==> src/rtl/prog_timer.sv <==
// Programmable countdown timer with prescaler, one-shot/auto-reload modes, level pause,
// done level, expire pulse and a square-wave output derived from the count.
module prog_timer #(
    parameter int unsigned WIDTH        = 32,
    parameter int unsigned PRESCALE     = 1,
    parameter int unsigned DEFAULT_LOAD = 99999999
) (
    input  logic             clk,
    input  logic             rst_n,
    input  logic             start,
    input  logic             stop,
    input  logic             mode,
    input  logic [WIDTH-1:0] load_val,
    output logic [WIDTH-1:0] cnt,
    output logic             busy,
    output logic             done,
    output logic             expire,
    output logic             wave
);

    localparam int unsigned PW = (PRESCALE > 1) ? $clog2(PRESCALE) : 1;
    localparam logic [PW-1:0] PscLast = PW'(PRESCALE - 1);
    localparam logic [WIDTH-1:0] One = WIDTH'(1);

    typedef enum logic [1:0] {StIdle, StRun, StPause, StDone} state_e;

    state_e           state_q, state_d;
    logic [WIDTH-1:0] cnt_q, cnt_d;
    logic [WIDTH-1:0] reload_q, reload_d;
    logic [PW-1:0]    psc_q, psc_d;
    logic             mode_q, mode_d;
    logic             expire_q, expire_d;
    logic             tick;

    // A cycle with stop low in PAUSE counts as a running cycle, so stop freezes
    // the count for exactly as many cycles as it is held.
    assign tick = (state_q == StRun || state_q == StPause) && !stop && (psc_q == PscLast);

    always_comb begin
        state_d  = state_q;
        cnt_d    = cnt_q;
        reload_d = reload_q;
        psc_d    = psc_q;
        mode_d   = mode_q;
        expire_d = 1'b0;
        if (start) begin
            cnt_d    = (load_val == '0) ? One : load_val;
            reload_d = cnt_d;
            mode_d   = mode;
            psc_d    = '0;
            state_d  = StRun;
        end else begin
            unique case (state_q)
                StIdle, StDone: psc_d = '0;
                StRun, StPause: begin
                    if (stop) begin
                        state_d = StPause;
                    end else begin
                        state_d = StRun;
                        if (tick) begin
                            psc_d = '0;
                            if (cnt_q > One) begin
                                cnt_d = cnt_q - One;
                            end else begin
                                expire_d = 1'b1;
                                if (mode_q) begin
                                    cnt_d = reload_q;
                                end else begin
                                    cnt_d   = '0;
                                    state_d = StDone;
                                end
                            end
                        end else begin
                            psc_d = psc_q + 1'b1;
                        end
                    end
                end
                default: state_d = StIdle;
            endcase
        end
    end

    always_ff @(posedge clk) begin
        if (!rst_n) begin
            state_q  <= StIdle;
            cnt_q    <= '0;
            reload_q <= WIDTH'(DEFAULT_LOAD);
            psc_q    <= '0;
            mode_q   <= 1'b0;
            expire_q <= 1'b0;
        end else begin
            state_q  <= state_d;
            cnt_q    <= cnt_d;
            reload_q <= reload_d;
            psc_q    <= psc_d;
            mode_q   <= mode_d;
            expire_q <= expire_d;
        end
    end

    assign cnt    = cnt_q;
    assign busy   = (state_q == StRun) || (state_q == StPause);
    assign done   = (state_q == StDone);
    assign expire = expire_q;
    assign wave   = mode_q && busy && (cnt_q > (reload_q >> 1));

endmodule
==> config.mk <==
export PLATFORM = sky130hd
export DESIGN_NAME = prog_timer
export DESIGN_NICKNAME = d
export VERILOG_FILES = /design/src/rtl/prog_timer.sv
export SDC_FILE = /design/constraint.sdc
export NUM_CORES = 1
export LEC_CHECK = 0
export CORE_MARGIN = 3
export CORE_UTILIZATION = 45
export DETAILED_ROUTE_END_ITERATION = 8
export GPL_TIMING_DRIVEN = 0
export PLACE_DENSITY = 0.69
export SKIP_LAST_GASP = 1
export SYNTH_ARGS = -nofsm -noshare
export SYNTH_HDL_FRONTEND = slang
export SYNTH_SLANG_ARGS = --single-unit
==> constraint.sdc <==
create_clock -name clk -period 3.9 [get_ports clk]
set_clock_uncertainty 0.2 [all_clocks]
set_input_delay 0.78 -clock clk [delete_from_list [all_inputs] [get_ports clk]]
set_output_delay 0.78 -clock clk [all_outputs]
set_load 0.1 [all_outputs]
-- Word-level counts from Yosys, hierarchy flattened
Index checks and enable logic that the tools add are counted.
- output and inout port bits: 36
- input bits: 37
- register bits: 69
- word-level logic and storage cells: 52
- muxes and demuxes: 17
- equal/unequal tests: 5
- bitwise operators: 4
- reductions and logical operators: 15
- $add $sub $neg: 2
- order comparisons: 2
- operators with widths (cell ; count):
    $mux 32 ; 7
    $gt 32x1->1 const B ; 1
    $gt 32x31->1 ; 1
    $logic_not 32->1 ; 1
    $sub 32x1->32 const B ; 1
    $mux 2 ; 4
    $reduce_or 2->1 ; 3
    $mux 1 ; 5
    $reduce_or 5->1 ; 1
    $eq 2x2->1 const B ; 2
    $logic_and 1x1->1 ; 4
    $ne 2x2->1 const B ; 2
    $not 1->1 ; 4
    $reduce_bool 2->1 ; 2
    $reduce_and 3->1 ; 1
    $eq 2x1->1 const B ; 1
    $logic_not 2->1 ; 1
    $pmux 1 s2 ; 1
    $add 1x1->1 const B ; 1
    $logic_not 1->1 ; 1
    $logic_or 1x1->1 ; 1

-- Logic depth before layout (Yosys ltp)
- word-level depth: 8
- depth in mapped cells: 9
- gate-level depth less buffers: 7

-- Worst setup path before layout
OpenSTA, ideal clock, no wires.
- path type: register to output
- start: reg cnt_q[15], in the netlist cnt[15]
- end: out wave
- buffers on the path: 0
- required time: 2920 ps
- data arrival time: 3778 ps
- stages on the path, launching flop included: 7
- setup slack: -858 ps
- path through: dfxtp_1 > ha_1 > nand4_1 > nor4_1 > a21boi_0 > o31ai_1 > a31oi_1
- word-level cells in the longest chain between the ends: 2
- ends and longest elaborated chain (item ; line ; text):
    from (decl) ; 28 ; logic [WIDTH-1:0] cnt_q, cnt_d;
    from (signal assigned) ; 93 ; cnt_q <= cnt_d;
    $gt 32x31->1 ; 105 ; assign wave = mode_q && busy && (cnt_q > (reload_q >> 1));
    $logic_and 1x1->1 ; 105 ;
    to (decl) ; 18 ; output logic wave
Every way passes these cells.

-- Worst setup path in the final report
- start: reg cnt_q[11], in the netlist cnt[11]
- end: out wave
Same word-level chain as after synthesis.

==> out/results.md <==
* finished, final reports clean — status
* 8 — maximum fanout count along the critical path
* 29.5% — GRT Util Overall
* 1.04 ns — transition time at the pin with the least slew margin
* 0 — number of antenna diodes
* 40.8% — switch share
* 0 — number of hold buffers added after CTS
* 13 — maximum number of pins on one net before global-route repair
* 0 — number of endpoints with negative hold slack in the final report
* 3.80 ns — final period demand of the worst path
* compound AO/OA/AOI/OAI gates — main combinational cell family by area after synthesis
* 583 — number of cells produced by synthesis
* 3 — maximum level of the CTS H-tree
* 108 µm — DIE HEIGHT
* 1.42 mW — internal power summed over all cells
* 36 — site row count
* clkbuf_8 — CTS root buf
* 0 — Setup Buffers After CTS
* 1.87% — xor and xnor fraction of the mapped netlist area
* 954 — Filler Cell Count
* output pin — CP endpoint kind
* 2 — maximum buffer depth of the clock tree
* 7.31% — share of cells above drive strength 1
* 0.00558 mm² — Area after DPL
* reg2reg — Hold Crit Class
* 36.0% — combinational fraction of design power
* 1.15% — multiplexer area fraction after synthesis
* 26.7 mm — wire length of the first global-routing pass
* 8.05 µm² — Avg Inst Size Synth
* 0 — number of flops mapped to enable cells by yosys
* 0% — Synth async-reset ratio
* 71 — number of buffer cells added on primary ports
* 0.964 — Final Wtd Congestion
* 25.4% — synthesized-area fraction occupied by and/or/nand/nor cells
* 0.00469 mm² — combined area of all synthesized cells
* 0 — Max-Cap Viols
* 30.2% — headroom to the max-slew limit
* 0.37 ns — worst-skew pair later-pin latency
* 9.07% — synthesized-area fraction occupied by adder cells
* 975 µW — Switching Power
* 108 µm — die width
* 6.40 — post-detailed-route via-to-cell ratio
* 9 — number of buffers added by the clock tree synthesis step
* dfxtp_1 — commonest register cell after synthesis
* 0.103 ns — minimum setup slack in the final design
* 263 MHz — f_max
* 24.2% — Area growth, synth to finish
* 0.267 ns — Worst Hold Slack
* 5137 — Via Count
* 654 — number of nets produced by synthesis
* 0 — count of warnings emitted by yosys
* 0.00995 mm² — core area
* 26.3% — synthesized-area fraction occupied by ao, oa, aoi and oai cells
* 2.82 ns — arrival time reported for the critical path endpoint
* 0.00583 mm² — final cell area excluding filler cells
* 736 — net count of the finished layout
* 35.4% — share of power burned in registers
* 0 — number of nets still failing antenna checks after routing
* 2.92 ns — WP data required
* -0.579 ns — Placement Setup Slack
* 0 — initial antenna violation count
* 28.6% — Clk network pwr share
* 63 — distinct cell type count after synthesis
* 492 — DRC violation total after the first TritonRoute iteration
* 0.08 ns — clock slew at reported path FFs
* 58.5% — utilization after layout
* 5 — DR pass1 iterations
* 0 — Finish-stage setup viols
* 73 — Boundary Pins
* 0 — grt ovf
* 4973 — via count of the first global-routing pass
* 47.1% — Initial Util
* 0 ns — Setup TNS Final
* 12.4 mm — post-detailed-placement half-perimeter wirelength
* 97.4% — share of the cycle needed by the critical path after routing
* 16.9 mm — final routed wirelength across all metal layers
* 0.0117 mm² — Die ar.
* 0 — Final Max Slew Viols
* reg2out — path type of the worst setup path
* flip-flop — element type at the critical path start
* built — CTS tree
* 0.214 mV — maximum VDD drop
* 410 mW/mm² — pwr/cell area
* 29.4% — sequential area share after synthesis
* 0 — DRC
* 2.15 nW — leakage power of the design
* 69 — #FFs+latches synth
* no — setup repair after global routing missed its margin
* 21.0 µm — final routed wire length divided by cell count
* 69 — number of clock sinks seen by CTS
==> critical path, stage by stage, from the launching register on <==
cell	delay (ns)
dfxtp_1	0.42
ha_1	0.37
nand4_1	0.22
nor4_4	0.43
a21boi_0	0.32
o31ai_1	0.20
a31oi_4	0.24
buf_6	0.24
==> cells by family (layout without fill, tap and decap cells) <==
logic type | Yosys count | in the layout
mux | 5 | 5
compound gates | 174 | 174
fa+ha+maj | 34 | 34
xor+xnor | 10 | 10
buf+inv | 75 | 162
simple gates | 216 | 216
flops | 69 | 69
==> power groups by stage <==
stage	registers, mW	clock network (mW)	logic [mW]
floorplan	1.07	0	0.388
global placement	0.856	0	0.830
detailed placement	0.858	0	0.845
CTS	0.842	0.687	0.850
global route	0.854	0.712	0.918
finish	0.845	0.684	0.862
==> through the flow <==
| stage | std cells | power, mW |
|---|---|---|
| 3_3_place_gp | 787 | 1.69 |
| 6_report | 803 | 2.39 |
| 5_1_grt | 803 | 2.48 |
| 2_1_floorplan | 583 | 1.46 |
| 3_5_place_dp | 787 | 1.70 |
| 4_1_cts | 803 | 2.38 |
==> final timing paths <==
path | endpoint | slack, ns | depth (start not counted) | start
max reg2reg | cnt[21] | 0.60 | 6 | state_q[1]
min reg2reg | psc_q | 0.27 | 2 | psc_q
min | psc_q | 0.27 | 2 | psc_q
max | wave | 0.10 | 7 | cnt[11]
==> per-layer routing <==
layer  vias to the layer above  share of wire [%]  global-route usage (%)
met4                         0                3.5                    13.0
met3                        51                7.6                    4.42
met2                       259                 47                    47.8
met1                      2454                 42                    39.0
li1                       2373                  -                       -
met5                         -                  0                       0
==> sequential cells by signal, indices dropped and copies added (netlist names) <==
signal    count
cnt          32
psc_q         1
state_q       2
expire        1
mode_q        1
reload_q     32
==> placed cells by master, fill, tap and decap left out, types with 4 or more instances in the layout <==
master / instances
a21oi_1: 35
a221o_1: 6
a31oi_1: 9
a41oi_1: 11
a41oi_2: 7
buf_6: 5
clkbuf_1: 32
clkbuf_8: 10
clkdlybuf4s50_1: 70
dfxtp_1: 69
ha_1: 34
inv_1: 33
nand2_1: 65
nand3_1: 34
nand4_1: 12
nor2_1: 19
nor3_1: 15
nor4_1: 26
o211ai_1: 32
o21a_1: 7
o21ai_0: 35
o31a_1: 7
or3_1: 8
or4_1: 4
xnor2_1: 8
==> timing repair <==
action,4_1_cts,5_1_grt
resized for setup,7,2
setup endpoints to repair,1,1
pin swaps,0,1
==> cells in the mapped netlist, types with 3 or more instances <==
library cell	count	area, µm²
a21oi_1	35	175
a221o_1	6	60.1
a22oi_1	3	22.5
a31oi_1	10	62.6
a41oi_1	11	96.3
a41oi_2	7	114
buf_6	4	45.0
clkbuf_1	31	116
dfxtp_1	69	1380
ha_1	34	425
inv_1	33	124
nand2_1	65	244
nand3_1	34	170
nand4_1	12	75.1
nor2_1	19	71.3
nor2b_1	3	18.8
nor3_1	15	75.1
nor4_1	27	169
nor4_2	3	37.5
o211ai_1	32	240
o21a_1	7	52.6
o21ai_0	35	175
o31a_1	7	61.3
o32ai_1	3	26.3
or2_2	3	18.8
or3_1	8	50.1
or3b_2	3	26.3
or4_1	4	30.0
xnor2_1	8	70.1
==> final cells by class <==
class	instances	area (µm²)	share of cell area (%)
Multi-Input combinational cell	439	3020	51.9
Sequential cell	69	1380	23.7
Timing Repair Buffer	71	712	12.2
Buffer	40	186	3.20
Tap cell	133	166	2.86
Clock buffer	11	141	2.43
Inverter	35	131	2.26
Clock inverter	5	83.8	1.44
(Power assumes the default switching activity.)
